### src/rtl/vga_sync_decoder.sv
// vga_sync_decoder: recovers line/frame timing from active-low hsync/vsync,
// declares lock once timing is stable, and regenerates x_px/y_px/activevideo.
// Optional feature: define VGA_SYNC_DEC_CDC_EN to add a two-flop synchronizer
// ahead of the input sample registers (latency 2 -> 4 cycles).
`timescale 1ns/1ps

module vga_sync_decoder #(
    parameter int unsigned HSTART      = 95,
    parameter int unsigned VSTART      = 19,
    parameter int unsigned ACTIVE_H    = 320,
    parameter int unsigned ACTIVE_V    = 480,
    parameter int unsigned LOCK_FRAMES = 2
) (
    input  logic       clk,
    input  logic       resetn,
    input  logic       hsync_in,
    input  logic       vsync_in,
    output logic [9:0] x_px,
    output logic [9:0] y_px,
    output logic       activevideo,
    output logic [9:0] line_len,
    output logic [9:0] frame_lines,
    output logic       locked,
    output logic       new_frame
);

    localparam logic [9:0]  CNT_MAX  = 10'd1023;
    localparam logic [3:0]  LOCK_TGT = 4'(LOCK_FRAMES);
    localparam logic [10:0] H_LO     = 11'(HSTART);
    localparam logic [10:0] H_HI     = 11'(HSTART + ACTIVE_H);
    localparam logic [10:0] V_LO     = 11'(VSTART);
    localparam logic [10:0] V_HI     = 11'(VSTART + ACTIVE_V);

    logic       h_samp_q, v_samp_q, h_prev_q, v_prev_q;
    logic       fall_h, fall_v;
    logic [9:0] hcnt_q, hcnt_d, vcnt_q, vcnt_d;
    logic [9:0] line_len_q, line_len_d, frame_lines_q, frame_lines_d;
    logic       vpend_q, vpend_d, frame_bad_q, frame_bad_d;
    logic       locked_q, locked_d, new_frame_q, new_frame_d;
    logic [3:0] stable_q, stable_d, stable_inc;
    logic [9:0] hcnt_inc, vcnt_inc;
    logic       line_bad, h_in, v_in;

`ifdef VGA_SYNC_DEC_CDC_EN
    logic h_meta_q, v_meta_q, h_sync_q, v_sync_q;

    // Two-flop synchronizer for sync inputs that may be asynchronous to clk.
    always_ff @(posedge clk or negedge resetn) begin
        if (!resetn) begin
            h_meta_q <= 1'b1;
            v_meta_q <= 1'b1;
            h_sync_q <= 1'b1;
            v_sync_q <= 1'b1;
        end else begin
            h_meta_q <= hsync_in;
            v_meta_q <= vsync_in;
            h_sync_q <= h_meta_q;
            v_sync_q <= v_meta_q;
        end
    end
`else
    logic h_sync_q, v_sync_q;

    // Inputs are synchronous to clk, so the sample stage takes them directly.
    always_comb begin
        h_sync_q = hsync_in;
        v_sync_q = vsync_in;
    end
`endif

    // Sample and previous-sample registers; idle level is high so reset never fakes an edge.
    always_ff @(posedge clk or negedge resetn) begin
        if (!resetn) begin
            h_samp_q <= 1'b1;
            v_samp_q <= 1'b1;
            h_prev_q <= 1'b1;
            v_prev_q <= 1'b1;
        end else begin
            // NOTE: non-blocking assignments let every flop sample the pre-edge value, forming a true pipeline.
            h_samp_q <= h_sync_q;
            v_samp_q <= v_sync_q;
            h_prev_q <= h_samp_q;
            v_prev_q <= v_samp_q;
        end
    end

    assign fall_h     = h_prev_q & ~h_samp_q;
    assign fall_v     = v_prev_q & ~v_samp_q;
    assign hcnt_inc   = hcnt_q + 10'd1;
    assign vcnt_inc   = vcnt_q + 10'd1;
    assign line_bad   = fall_h && (hcnt_inc != line_len_q);
    assign stable_inc = (stable_q >= LOCK_TGT) ? LOCK_TGT : stable_q + 4'd1;

    // Counter, measurement and lock-evaluation next-state logic.
    always_comb begin
        // NOTE: every target gets a default first so no path leaves a value unassigned (no latches).
        hcnt_d        = hcnt_q;
        vcnt_d        = vcnt_q;
        line_len_d    = line_len_q;
        frame_lines_d = frame_lines_q;
        vpend_d       = vpend_q | fall_v;
        frame_bad_d   = frame_bad_q;
        locked_d      = locked_q;
        stable_d      = stable_q;
        new_frame_d   = 1'b0;

        if (fall_h) begin
            hcnt_d     = '0;
            line_len_d = hcnt_inc;
            if (line_bad) begin
                frame_bad_d = 1'b1;
                locked_d    = 1'b0;
            end
            // A vsync edge coinciding with this hsync edge makes this line vcnt=0.
            if (vpend_q | fall_v) begin
                vcnt_d        = '0;
                frame_lines_d = vcnt_inc;
                vpend_d       = 1'b0;
                new_frame_d   = 1'b1;
                frame_bad_d   = 1'b0;
                if ((vcnt_inc == frame_lines_q) && !frame_bad_q && !line_bad) begin
                    stable_d = stable_inc;
                    if (stable_inc == LOCK_TGT) begin
                        locked_d = 1'b1;
                    end
                end else begin
                    stable_d = '0;
                    locked_d = 1'b0;
                end
            end else begin
                vcnt_d = (vcnt_q == CNT_MAX) ? CNT_MAX : vcnt_inc;
            end
        end else begin
            hcnt_d = (hcnt_q == CNT_MAX) ? CNT_MAX : hcnt_inc;
        end

        // A saturated counter means the sync source has gone away.
        if ((hcnt_q == CNT_MAX) || (vcnt_q == CNT_MAX)) begin
            locked_d = 1'b0;
            stable_d = '0;
        end
    end

    // State register for counters, measurements and lock status.
    always_ff @(posedge clk or negedge resetn) begin
        if (!resetn) begin
            hcnt_q        <= '0;
            vcnt_q        <= '0;
            line_len_q    <= '0;
            frame_lines_q <= '0;
            vpend_q       <= 1'b0;
            frame_bad_q   <= 1'b0;
            locked_q      <= 1'b0;
            stable_q      <= '0;
            new_frame_q   <= 1'b0;
        end else begin
            hcnt_q        <= hcnt_d;
            vcnt_q        <= vcnt_d;
            line_len_q    <= line_len_d;
            frame_lines_q <= frame_lines_d;
            vpend_q       <= vpend_d;
            frame_bad_q   <= frame_bad_d;
            locked_q      <= locked_d;
            stable_q      <= stable_d;
            new_frame_q   <= new_frame_d;
        end
    end

    // Active-window decode and pixel coordinates, combinational from the counters.
    always_comb begin
        h_in        = ({1'b0, hcnt_q} >= H_LO) && ({1'b0, hcnt_q} < H_HI);
        v_in        = ({1'b0, vcnt_q} >= V_LO) && ({1'b0, vcnt_q} < V_HI);
        activevideo = locked_q & h_in & v_in;
        x_px        = activevideo ? (hcnt_q - H_LO[9:0]) : '0;
        y_px        = activevideo ? (vcnt_q - V_LO[9:0]) : '0;
    end

    assign line_len    = line_len_q;
    assign frame_lines = frame_lines_q;
    assign locked      = locked_q;
    assign new_frame   = new_frame_q;

endmodule

### config.mk
export PLATFORM = sky130hd
export DESIGN_NAME = vga_sync_decoder
export DESIGN_NICKNAME = d
export VERILOG_FILES = /design/src/rtl/vga_sync_decoder.sv
export SDC_FILE = /design/constraint.sdc
export NUM_CORES = 1
export LEC_CHECK = 0
export CAP_MARGIN = 0
export CORE_MARGIN = 5
export CORE_UTILIZATION = 55
export CTS_CLUSTER_DIAMETER = 40
export DETAILED_ROUTE_END_ITERATION = 7
export HOLD_SLACK_MARGIN = 0.08
export PLACE_DENSITY = 0.79
export SLEW_MARGIN = 20
export SYNTH_ARGS = -nofsm -noshare
export SYNTH_HDL_FRONTEND = slang
export SYNTH_SLANG_ARGS = --single-unit
### constraint.sdc
create_clock -name clk -period 4.6 [get_ports clk]
set_input_delay 1.15 -clock clk [delete_from_list [all_inputs] [get_ports clk]]
set_output_delay 1.15 -clock clk [all_outputs]
set_load 0.02 [all_outputs]
# Word level (Yosys, flattened, before mapping)
# Cells that the tools add are included.
# word_totals
reg_bits	52
in_bits	4
out_inout_bits	43
wordCells	71
# op_classes
addsub	5
n_lt_le_gt_ge	5
eq_ne	5
n_mux	22
bitwise_logic	7
reduce_logical	14
# op_table
operator	count
$mux W10	6
$add A10 B1 Y10 const B	2
$eq A10 B10 Y1 const B	2
$lt A10 B9 Y1 const B	2
$mux W4	5
$mux W1	11
$eq A10 B10 Y1	1
$ge A10 B5 Y1 const B	1
$ge A10 B7 Y1 const B	1
$ne A10 B10 Y1	1
$sub A10 B5 Y10 const B	1
$sub A10 B7 Y10 const B	1
$reduce_and A2 Y1	3
$reduce_bool A2 Y1	3
$logic_and A1 B1 Y1	5
$add A4 B1 Y4 const B	1
$and A1 B1 Y1	4
$eq A4 B2 Y1 const B	1
$ge A4 B2 Y1 const B	1
$logic_not A1 Y1	2
$not A1 Y1	2
$logic_or A1 B1 Y1	1
$or A1 B1 Y1	1

# Depth between registers and ports, before layout
# Gate-level depths: netlist of run 1.
# logic_depth
word_depth	9
depth_mapped	9
mapped_depth_nobuf	7

# Worst setup path after synthesis of run 1
# No wires, ideal clock.
# synth_timing
path_kind	reg2out
from	register vcnt_q[1]
to	output y_px[4]
t_arrival_ns	2.337
required_time_ns	3.450
slack_ns	1.113
stages_incl_launch_ff	10
n_path_buf	2
path_cell_list	dfrtp_1 ha_1 clkbuf_1 o31a_2 or4_1 o22ai_1 nor4b_2 o211ai_1 buf_2 nor3_1
# synth_via
elab_chain_len	4
elab_cells_between_ends	6
classes_between	1 x add/sub; 2 x order compare; 1 x mux; 1 x bitwise; 1 x reduce/logical
# synth_lines
element	line	text
start: declaration	36	logic [9:0] hcnt_q, hcnt_d, vcnt_q, vcnt_d;
start signal: assignment	158	vcnt_q <= vcnt_d;
$ge A10 B5 Y1 or $lt A10 B9 Y1 (tied branches)	172	v_in = ({1'b0, vcnt_q} >= V_LO) && ({1'b0, vcnt_q} < V_HI);
$logic_and A1 B1 Y1	172	
$and A1 B1 Y1	173	activevideo = locked_q & h_in & v_in;
$mux W10 (*)	175	y_px = activevideo ? (vcnt_q - V_LO[9:0]) : '0;
end: declaration	19	output logic [9:0] y_px,
# Every way passes the cells marked *; elsewhere a longest branch is shown, timed or not.

# Worst setup path after layout of run 1
# layout_timing
from	register vcnt_q[1]
to	output y_px[2]
# Same word-level chain as after synthesis.

==> metrics.txt, run 1 <==
Yosys warnings 0; die width 88.3 um; unrepaired setup endpoints after global routing no; fin. max-slew vios 0; Setup crit end kind output pin; cts bufs inserted 5; max-cap violations 0; Synth area leaders dfrtp_1, xnor2_1, a21oi_1; Fmax 231 MHz; Total GRT Usage 0.217; gr ovfl total 0; Syn Area/Cell 8.92 um^2; Routed wire per std cell 16.3 um; initial core utilization 0.566; DR iter-0 viols 164; post-route clock period utilization 0.941; I/O pins 47; Final setup viols 0; Worst-Margin Slew 0.730 ns; Gate Count Post-Synth 378; first-pass GRT wire length 13300 um; initial antenna violation count 0; drt via density 5.95; worst-path fanout max 20; startpoint types register; core footprint 0.00596 mm^2; post-route insts no fill 484; Placed Cells 476; die area 0.00779 mm^2; nets 416; critical path, cell by cell ha_2, o31a_2, or4_1, o22ai_1, nor4b_2, o211ai_1, buf_4, nor2_1, clkdlybuf4s50_1; row count 28; H-tree lvl count 2; Filler Cells Inserted 534; drt drc 0; Fin Hold WS 0.370 ns; largest net degree at the start of global routing 48; Mapped Nets 386; dominant cell type by area after synthesis dfrtp_1; Synth Register Bits 52; Tmin final 4.33 ns; slowest stage delay, CP 0.55 ns; Antenna Cells 0; Clock Sinks 52; pwr/cell area 286 mW/mm^2; Max VDD drop 207 uV; port bufs 46; worst skew pair latency 0.31 ns; Die Span Y 88.3 um; CP Class register to output pin; Yosys cell types 65; first-pass detailed-route iteration total 4; static leakage 1.61 nW; clk buf depth 2; Synth top area share 0.356; Hold Buf Count CTS 0; Final Wtd Congestion 0.900; Vias 2878; HP Class register to register; Root Buffer clkbuf_8; Worst slew margin 0.512; synth cell count leaders dfrtp_1, nand2_1, a21oi_1; Synth async-reset ratio 1.00; endpoints failing hold 0; most frequent cell after synthesis dfrtp_1; post-DP HPWL 5730 um; drt total wl 7870 um; setup TNS 0 ns; status finished, final reports clean; share of layout cells above drive strength 1 0.0929; EDFF count, synth 0; Detail Route Antenna Nets 0; critical path required time 3.45 ns; Arrival @ worst endpoint 3.18 ns; Clock transition at path regs 0.09 ns; clk_skew 0.0196 ns; CTS tree yes; P&R area growth vs syn 15.4%; register area share after synthesis 0.388; CP max-delay cell clkdlybuf4s50_1; Post-Syn Area 0.00337 mm^2; number of global-route vias before repair 2762; Synth Flop Type dfrtp_1
[stage by stage]
step,cell area (um^2),util,setup slack (ns),power [mW]
final,3890,0.653,0.273,1.11
after global routing,3890,0.653,0.0906,1.17
after CTS,3890,0.653,0.172,1.12
after detailed placement,3800,0.639,0.523,0.865
after global placement,3800,0.639,0.646,0.851
after floorplan,3370,-,1.11,0.757
[power by group]
| group | leakage, nW | switching (mW) | internal (mW) |
|---|---|---|---|
| sequential | 0.692 | 0.0546 | 0.504 |
| clock | 0.0422 | 0.150 | 0.107 |
| combinational | 0.875 | 0.162 | 0.136 |
| total | 1.61 | 0.366 | 0.747 |
[cell usage in the layout, fill, tap and decap left out, drive strengths merged, types with 2 or more instances in the layout]
cell | netlist | routed
a2111oi | 3 | 3
a211oi | 2 | 2
a21o | 4 | 4
a21oi | 32 | 32
a31oi | 5 | 5
and2 | 4 | 4
and3 | 6 | 6
and4 | 4 | 4
buf | 10 | 6
clkbuf | 18 | 7
clkdlybuf4s50 | 0 | 45
dfrtp | 48 | 48
dfstp | 4 | 4
ha | 4 | 4
inv | 13 | 13
nand2 | 40 | 40
nand2b | 8 | 8
nand3 | 16 | 16
nand4 | 7 | 7
nor2 | 28 | 28
nor2b | 4 | 4
nor3 | 9 | 9
nor3b | 4 | 4
nor4 | 5 | 5
o2111ai | 4 | 4
o211ai | 3 | 3
o21ai | 31 | 31
o22a | 2 | 2
o31ai | 3 | 3
or3 | 4 | 4
or4 | 2 | 2
xnor2 | 19 | 19
xnor3 | 3 | 3
xor2 | 11 | 11
[worst max-delay path, delay by kind of cell, from the launching register on]
| family | cells | cell delay, ns |
|---|---|---|
| AOI/OAI and AO/OA | 3 | 0.64 |
| adders and majority gates | 1 | 0.29 |
| buffers and inverters | 2 | 0.83 |
| DFF | 1 | 0.48 |
| and+or+nand+nor | 3 | 0.63 |
[area by class of cell]
| class | instances | area [um^2] | share of cell area |
|---|---|---|---|
| Timing Repair Buffer | 51 | 493 | 0.127 |
| Clock inverter | 1 | 5.00 | 0.00129 |
| Sequential cell | 52 | 1310 | 0.336 |
| Tap cell | 75 | 93.8 | 0.0241 |
| Clock buffer | 7 | 76.3 | 0.0196 |
| Inverter | 13 | 48.8 | 0.0125 |
| Multi-Input combinational cell | 285 | 1870 | 0.480 |
[layer usage]
layer	vias up	routed length (um)	global-route usage
met5	-	0	0
met4	0	138	0.0687
met3	13	475	0.0326
met2	85	3900	0.369
met1	1373	3350	0.285
li1	1407	-	-
[path summary, 6_finish.rpt]
check	from	slack, ns	endpoint	cells past startpoint
max reg2reg	vcnt_q[1]	1.85	stable_q[0]	7
min reg2reg	v_samp_q	0.37	v_prev_q	0
max in group asynchronous	resetn	3.13	stable_q[2]	2
min in group asynchronous	resetn	0.65	frame_lines[6]	1
min	v_samp_q	0.37	v_prev_q	0
max	vcnt_q[1]	0.27	y_px[2]	9
[cells by family (layout without fill, tap and decap cells)]
| group | count (synthesis) | count (layout) | share of synthesized area |
|---|---|---|---|
| AO/OA/AOI/OAI | 101 | 101 | 0.195 |
| multiplexers | 1 | 1 | 0.00445 |
| buffers and inverters | 41 | 72 | 0.0598 |
| adder cells (fa/ha/maj) | 4 | 4 | 0.0148 |
| flip-flops | 52 | 52 | 0.388 |
| AND/OR/NAND/NOR | 145 | 145 | 0.233 |
| XOR/XNOR | 34 | 34 | 0.105 |
[registers in the layout, summed over array words and instances (netlist names)]
name and cells:
frame_bad_q 1, frame_lines 10, h_prev_q 1, h_samp_q 1, hcnt_q 10, line_len 10
locked 1, new_frame 1, stable_q 4, v_prev_q 1, v_samp_q 1, vcnt_q 10
vpend_q 1
[repair_timing]
item                       4_1_cts  5_1_grt
gates resized for setup          0        1
hold endpoints to repair         0        0
buffers inserted                 0        0
setup endpoints to repair        0        8
Note: power is estimated with default switching activity, not from simulation.
==> run 2, diff against run 1 <==
Settings changed: DONT_BUFFER_PORTS from default to 1, PLACE_DENSITY 0.79 to 0.69.
==> metrics.txt, run 2 (same netlist as run 1, synthesis figures left out) <==
cts repair resizes 0 (unchanged); post-DP HPWL 5430 um (-5.2%); HP Class register to register; setup TNS 0 ns (unchanged); Clock transition at path regs 0.10 ns (about the same); Vias 2689 (-6.6%); Placed Cells 429 (-9.9%); most common cell after layout, fill and taps aside dfrtp_1; unrepaired setup endpoints after global routing no; Root Buffer clkbuf_8; static leakage 1.48 nW (-7.9%); Antenna Cells 0 (unchanged); P&R area growth vs syn 3.93%; H-tree lvl count 2 (unchanged); number of global-route vias before repair 2523 (-8.7%); clk_skew 0.00802 ns (-0.0115 ns); Final Wtd Congestion 0.849 (-5.6%); status finished, final reports clean; max-cap violations 0 (unchanged); port bufs 0 (-100%); Final setup viols 0 (unchanged); r2r endpoint stable_q[0]; Die Span Y 88.3 um (unchanged); first-pass detailed-route iteration total 4 (unchanged); row count 28 (unchanged); share of layout cells above drive strength 1 0.102 (+0.00930); drt total wl 7620 um (-3.1%); # Post-CTS Setup Buffers 0 (unchanged); initial core utilization 0.566 (unchanged); Crit. Startpoint vcnt_q[0]; worst skew pair latency 0.31 ns (about the same); first-pass GRT wire length 12900 um (-3.0%); die width 88.3 um (unchanged); clk buf depth 2 (unchanged); core footprint 0.00596 mm^2 (unchanged); Worst-Margin Slew 0.712 ns (-0.0179 ns); Setup crit end kind output pin; endpoints failing hold 0 (unchanged); Clock Sinks 52 (unchanged); Worst slew margin 0.524 (+0.0120); commonest non-fill, non-tap cells in the layout dfrtp_1, nand2_1, a21oi_1; Worst Setup EP x_px[6]; die area 0.00779 mm^2 (unchanged); post-route insts no fill 437 (-9.7%); Arrival @ worst endpoint 3.02 ns (-0.16 ns); nets 369 (-11%); startpoint types register; cells on worst reg2reg path 7 (unchanged); reg-to-reg startpoint vcnt_q[0]; Tmin final 4.17 ns (-0.157 ns); Hold Buf Count CTS 0 (unchanged); cell area after layout 0.00350 mm^2 (-10%); drt via density 6.15 (+3.5%); post-route clock period utilization 0.907 (-0.0341); critical path required time 3.45 ns (about the same); CTS tree yes; cts bufs inserted 5 (unchanged); r2r setup slk 1.76 ns (-0.09 ns); Filler Cells Inserted 555 (+3.9%); Max VDD drop 225 uV (+8.7%); Routed wire per std cell 17.4 um (+7.3%); I/O pins 47 (unchanged); Total GRT Usage 0.210 (-0.00657); Detail Route Antenna Nets 0 (unchanged); gr ovfl total 0 (unchanged); DR iter-0 viols 151 (-7.9%); drt drc 0 (unchanged); FF/Latch Area 0.00131 mm^2 (unchanged); pwr/cell area 349 mW/mm^2 (+22%); largest net degree at the start of global routing 53 (+10%); worst-path fanout max 12 (-40%); CP Class register to output pin; area of the multi-input gates 0.00187 mm^2 (-0.13%); Placed Area 0.00334 mm^2 (-12%); initial antenna violation count 0 (unchanged); fin. max-slew vios 0 (unchanged); Fmax 240 MHz (+3.8%)
==> run 2: cell types whose count changed in the layout (fill, tap and decap cells not counted), sizes merged <==
cell and delta:
buf -2, bufinv +3, clkbuf -2, clkdlybuf4s50 -45, clkinv -1
==> run 2: metal layers <==
metal / vias to the layer above / wire length [um] / GRT usage
met5: - / 0 / 0
met4: 0 / 155 / 0.0481
met3: 14 / 426 / 0.0484
met2: 69 / 3630 / 0.341
met1: 1297 / 3410 / 0.288
li1: 1309 / - / -
==> run 2: metrics by stage <==
step | setup slack, ns | hold slack, ns | power, mW | util
3_3_place_gp | 0.916 | 0.357 | 0.798 | 0.561
6_report | 0.430 | 0.375 | 1.22 | 0.588
5_1_grt | 0.182 | 0.383 | 1.28 | 0.588
4_1_cts | 0.409 | 0.376 | 1.24 | 0.588
3_5_place_dp | 0.779 | 0.362 | 0.803 | 0.561
2_1_floorplan | 1.11 | 0.354 | 0.757 | -
==> run 2: where the power goes <==
group	leakage [nW]	switching, mW	internal (mW)
combinational	0.712	0.108	0.0930
clock	0.0784	0.158	0.272
sequential	0.692	0.0901	0.503
==> run 2: critical path, cell delays in order (launching register included) <==
cell and delay [ns]:
dfrtp_1 0.60, ha_1 0.44, o31a_2 0.21, or4_1 0.14, o22ai_1 0.11, nor4b_2 0.30, o211ai_1 0.18, buf_4 0.22
nor3_1 0.50
==> run 2: final cells by class <==
class | count | area share
clock buffers | 5 | 0.0196
clock inverters | 3 | 0.0257
inverters | 13 | 0.0139
multi-input cells | 285 | 0.533
flip-flops and latches | 52 | 0.373
well taps | 75 | 0.0268
repair buffers | 4 | 0.00857
==> run 2: worst min-delay path by stage <==
stage | start | depth (start not counted) | slack, ns | end
2_1_floorplan | v_samp_q | 0 | 0.35 | v_prev_q
3_3_place_gp | v_samp_q | 0 | 0.36 | v_prev_q
3_5_place_dp | v_samp_q | 0 | 0.36 | v_prev_q
4_1_cts | v_samp_q | 0 | 0.38 | v_prev_q
5_1_grt | v_samp_q | 0 | 0.38 | v_prev_q
6_report | v_samp_q | 0 | 0.37 | v_prev_q
==> run 3, diff against run 2 <==
Settings changed: CORE_UTILIZATION 55 to 48, PLACE_DENSITY 0.69 to 0.62.
==> metrics.txt, run 3 (same netlist as run 1, synthesis figures left out) <==
status finished, final reports clean; number of global-route vias before repair 2419 (-4.1%); fin. max-slew vios 0 (unchanged); Antenna Cells 0 (unchanged); Logic pwr share 0.193 (+0.029); DR iter-0 viols 114 (-25%); reg-to-reg startpoint vcnt_q[0]; first-pass GRT wire length 12900 um (-0.11%); critical path required time 3.45 ns (about the same); gr ovfl total 0 (unchanged); cts repair resizes 0 (unchanged); Detail Route Antenna Nets 0 (unchanged); nets 369 (unchanged); Final Util 0.505 (-0.0835); drt total wl 7680 um (+0.79%); die area 0.00880 mm^2 (+13%); Placed Area 0.00337 mm^2 (+0.79%); Die Span Y 93.8 um (+6.2%); cts bufs inserted 5 (unchanged); port bufs 0 (unchanged); r2r endpoint stable_q[2]; Fin Hold WS 0.373 ns (-0.00206 ns); share of layout cells above drive strength 1 0.0970 (-0.00526); initial antenna violation count 0 (unchanged); clk buf depth 2 (unchanged); Total GRT Usage 0.185 (-0.0252); Filler Cells Inserted 675 (+22%); WHS Path Cells 0 (unchanged); static leakage 1.45 nW (-2.4%); post-place setup slack 0.669 ns (-0.110 ns); sequential fraction of design power 0.569 (+0.084); Setup crit end kind output pin; initial core utilization 0.493 (-0.0726); P_sw 344 uW (-3.3%); first-pass detailed-route iteration total 4 (unchanged); post-route clock period utilization 0.923 (+0.0169); Pint 700 uW (-19%); CTS tree yes; largest net degree at the start of global routing 53 (unchanged); Vias 2599 (-3.3%); max-cap violations 0 (unchanged); endpoints failing hold 0 (unchanged); Fmax 235 MHz (-1.8%); switching part of the total power 0.329 (+0.0387); Final Power 1.04 mW (-15%); drt drc 0 (unchanged); worst skew pair latency 0.30 ns (about the same); Clock transition at path regs 0.09 ns (about the same); clk_skew 0.00626 ns (-0.00176 ns); clock group share of total power 0.239 (-0.112); final worst slack 0.352 ns (-0.0778 ns); setup TNS 0 ns (unchanged); most common cell after layout, fill and taps aside dfrtp_1; worst-path fanout max 16 (+4); HP Class register to register; post-DP HPWL 5490 um (+1.1%); Placed Cells 450 (+4.9%); unrepaired setup endpoints after global routing no; Final setup viols 0 (unchanged); r2r setup slk 1.72 ns (-0.04 ns); post-route insts no fill 457 (+4.6%); Routed wire per std cell 16.8 um (-3.6%); Max VDD drop 176 uV (-22%); core footprint 0.00683 mm^2 (+15%); I/O pins 47 (unchanged); Final Wtd Congestion 0.836 (-1.5%); pwr/cell area 303 mW/mm^2 (-13%); cells on worst reg2reg path 7 (unchanged); area of the multi-input gates 0.00187 mm^2 (unchanged); Hold EP v_prev_q; Tmin final 4.25 ns (+0.0778 ns); Arrival @ worst endpoint 3.10 ns (+0.08 ns); cell area after layout 0.00345 mm^2 (-1.6%); hold path start v_samp_q; FF/Latch Area 0.00131 mm^2 (unchanged); startpoint types register; Hold Buf Count CTS 0 (unchanged); Root Buffer clkbuf_8; CP Class register to output pin; H-tree lvl count 2 (unchanged); drt via density 5.69 (-7.6%); Worst-Margin Slew 0.736 ns (+0.0245 ns); Worst slew margin 0.508 (-0.0164); # Post-CTS Setup Buffers 0 (unchanged); P&R area growth vs syn 2.30%; row count 30 (+7.1%); commonest non-fill, non-tap cells in the layout dfrtp_1, nand2_1, a21oi_1; Clock Sinks 52 (unchanged); die width 93.8 um (+6.2%)
==> run 3: area by class of cell <==
type	count	area share
clock buffer	6	0.0210
clock inverter	1	0.00145
inverter	13	0.0142
multi-input combinational	285	0.541
sequential	52	0.379
tap	96	0.0348
timing repair buffer	4	0.00871
==> run 3: worst max-delay path by stage <==
stage          slack, ns  cells after the start       from      end
2_1_floorplan       1.11                      9  vcnt_q[1]  y_px[4]
3_3_place_gp        0.74                      9  vcnt_q[0]  y_px[4]
3_5_place_dp        0.67                      9  vcnt_q[0]  y_px[4]
4_1_cts             0.33                      9  vcnt_q[0]  y_px[4]
5_1_grt             0.14                      9  vcnt_q[0]  y_px[4]
6_report            0.35                      9  vcnt_q[0]  y_px[4]
==> run 3: power groups by stage <==
stage	Sequential [mW]	Clock (mW)	Combinational, mW
after global placement	0.602	0	0.199
final	0.594	0.249	0.201
after global routing	0.603	0.284	0.225
after detailed placement	0.604	0	0.204
after floorplan	0.577	0	0.179
after CTS	0.595	0.260	0.205
==> run 3: critical path, stage by stage (launching register included) <==
cell      delay [ns]
dfrtp_1         0.53
ha_1            0.40
o31a_2          0.35
or4_1           0.44
o22ai_1         0.24
nor4b_2         0.09
o211ai_1        0.20
buf_4           0.30
nor3_1          0.08
buf_4           0.16
==> run 3: routing by layer <==
metal / global-route usage / share of wire / vias up
li1: - / - / 1304
met1: 0.250 / 0.45 / 1226
met2: 0.292 / 0.47 / 58
met3: 0.0473 / 0.063 / 11
met4: 0.0542 / 0.016 / 0
met5: 0 / 0 / -
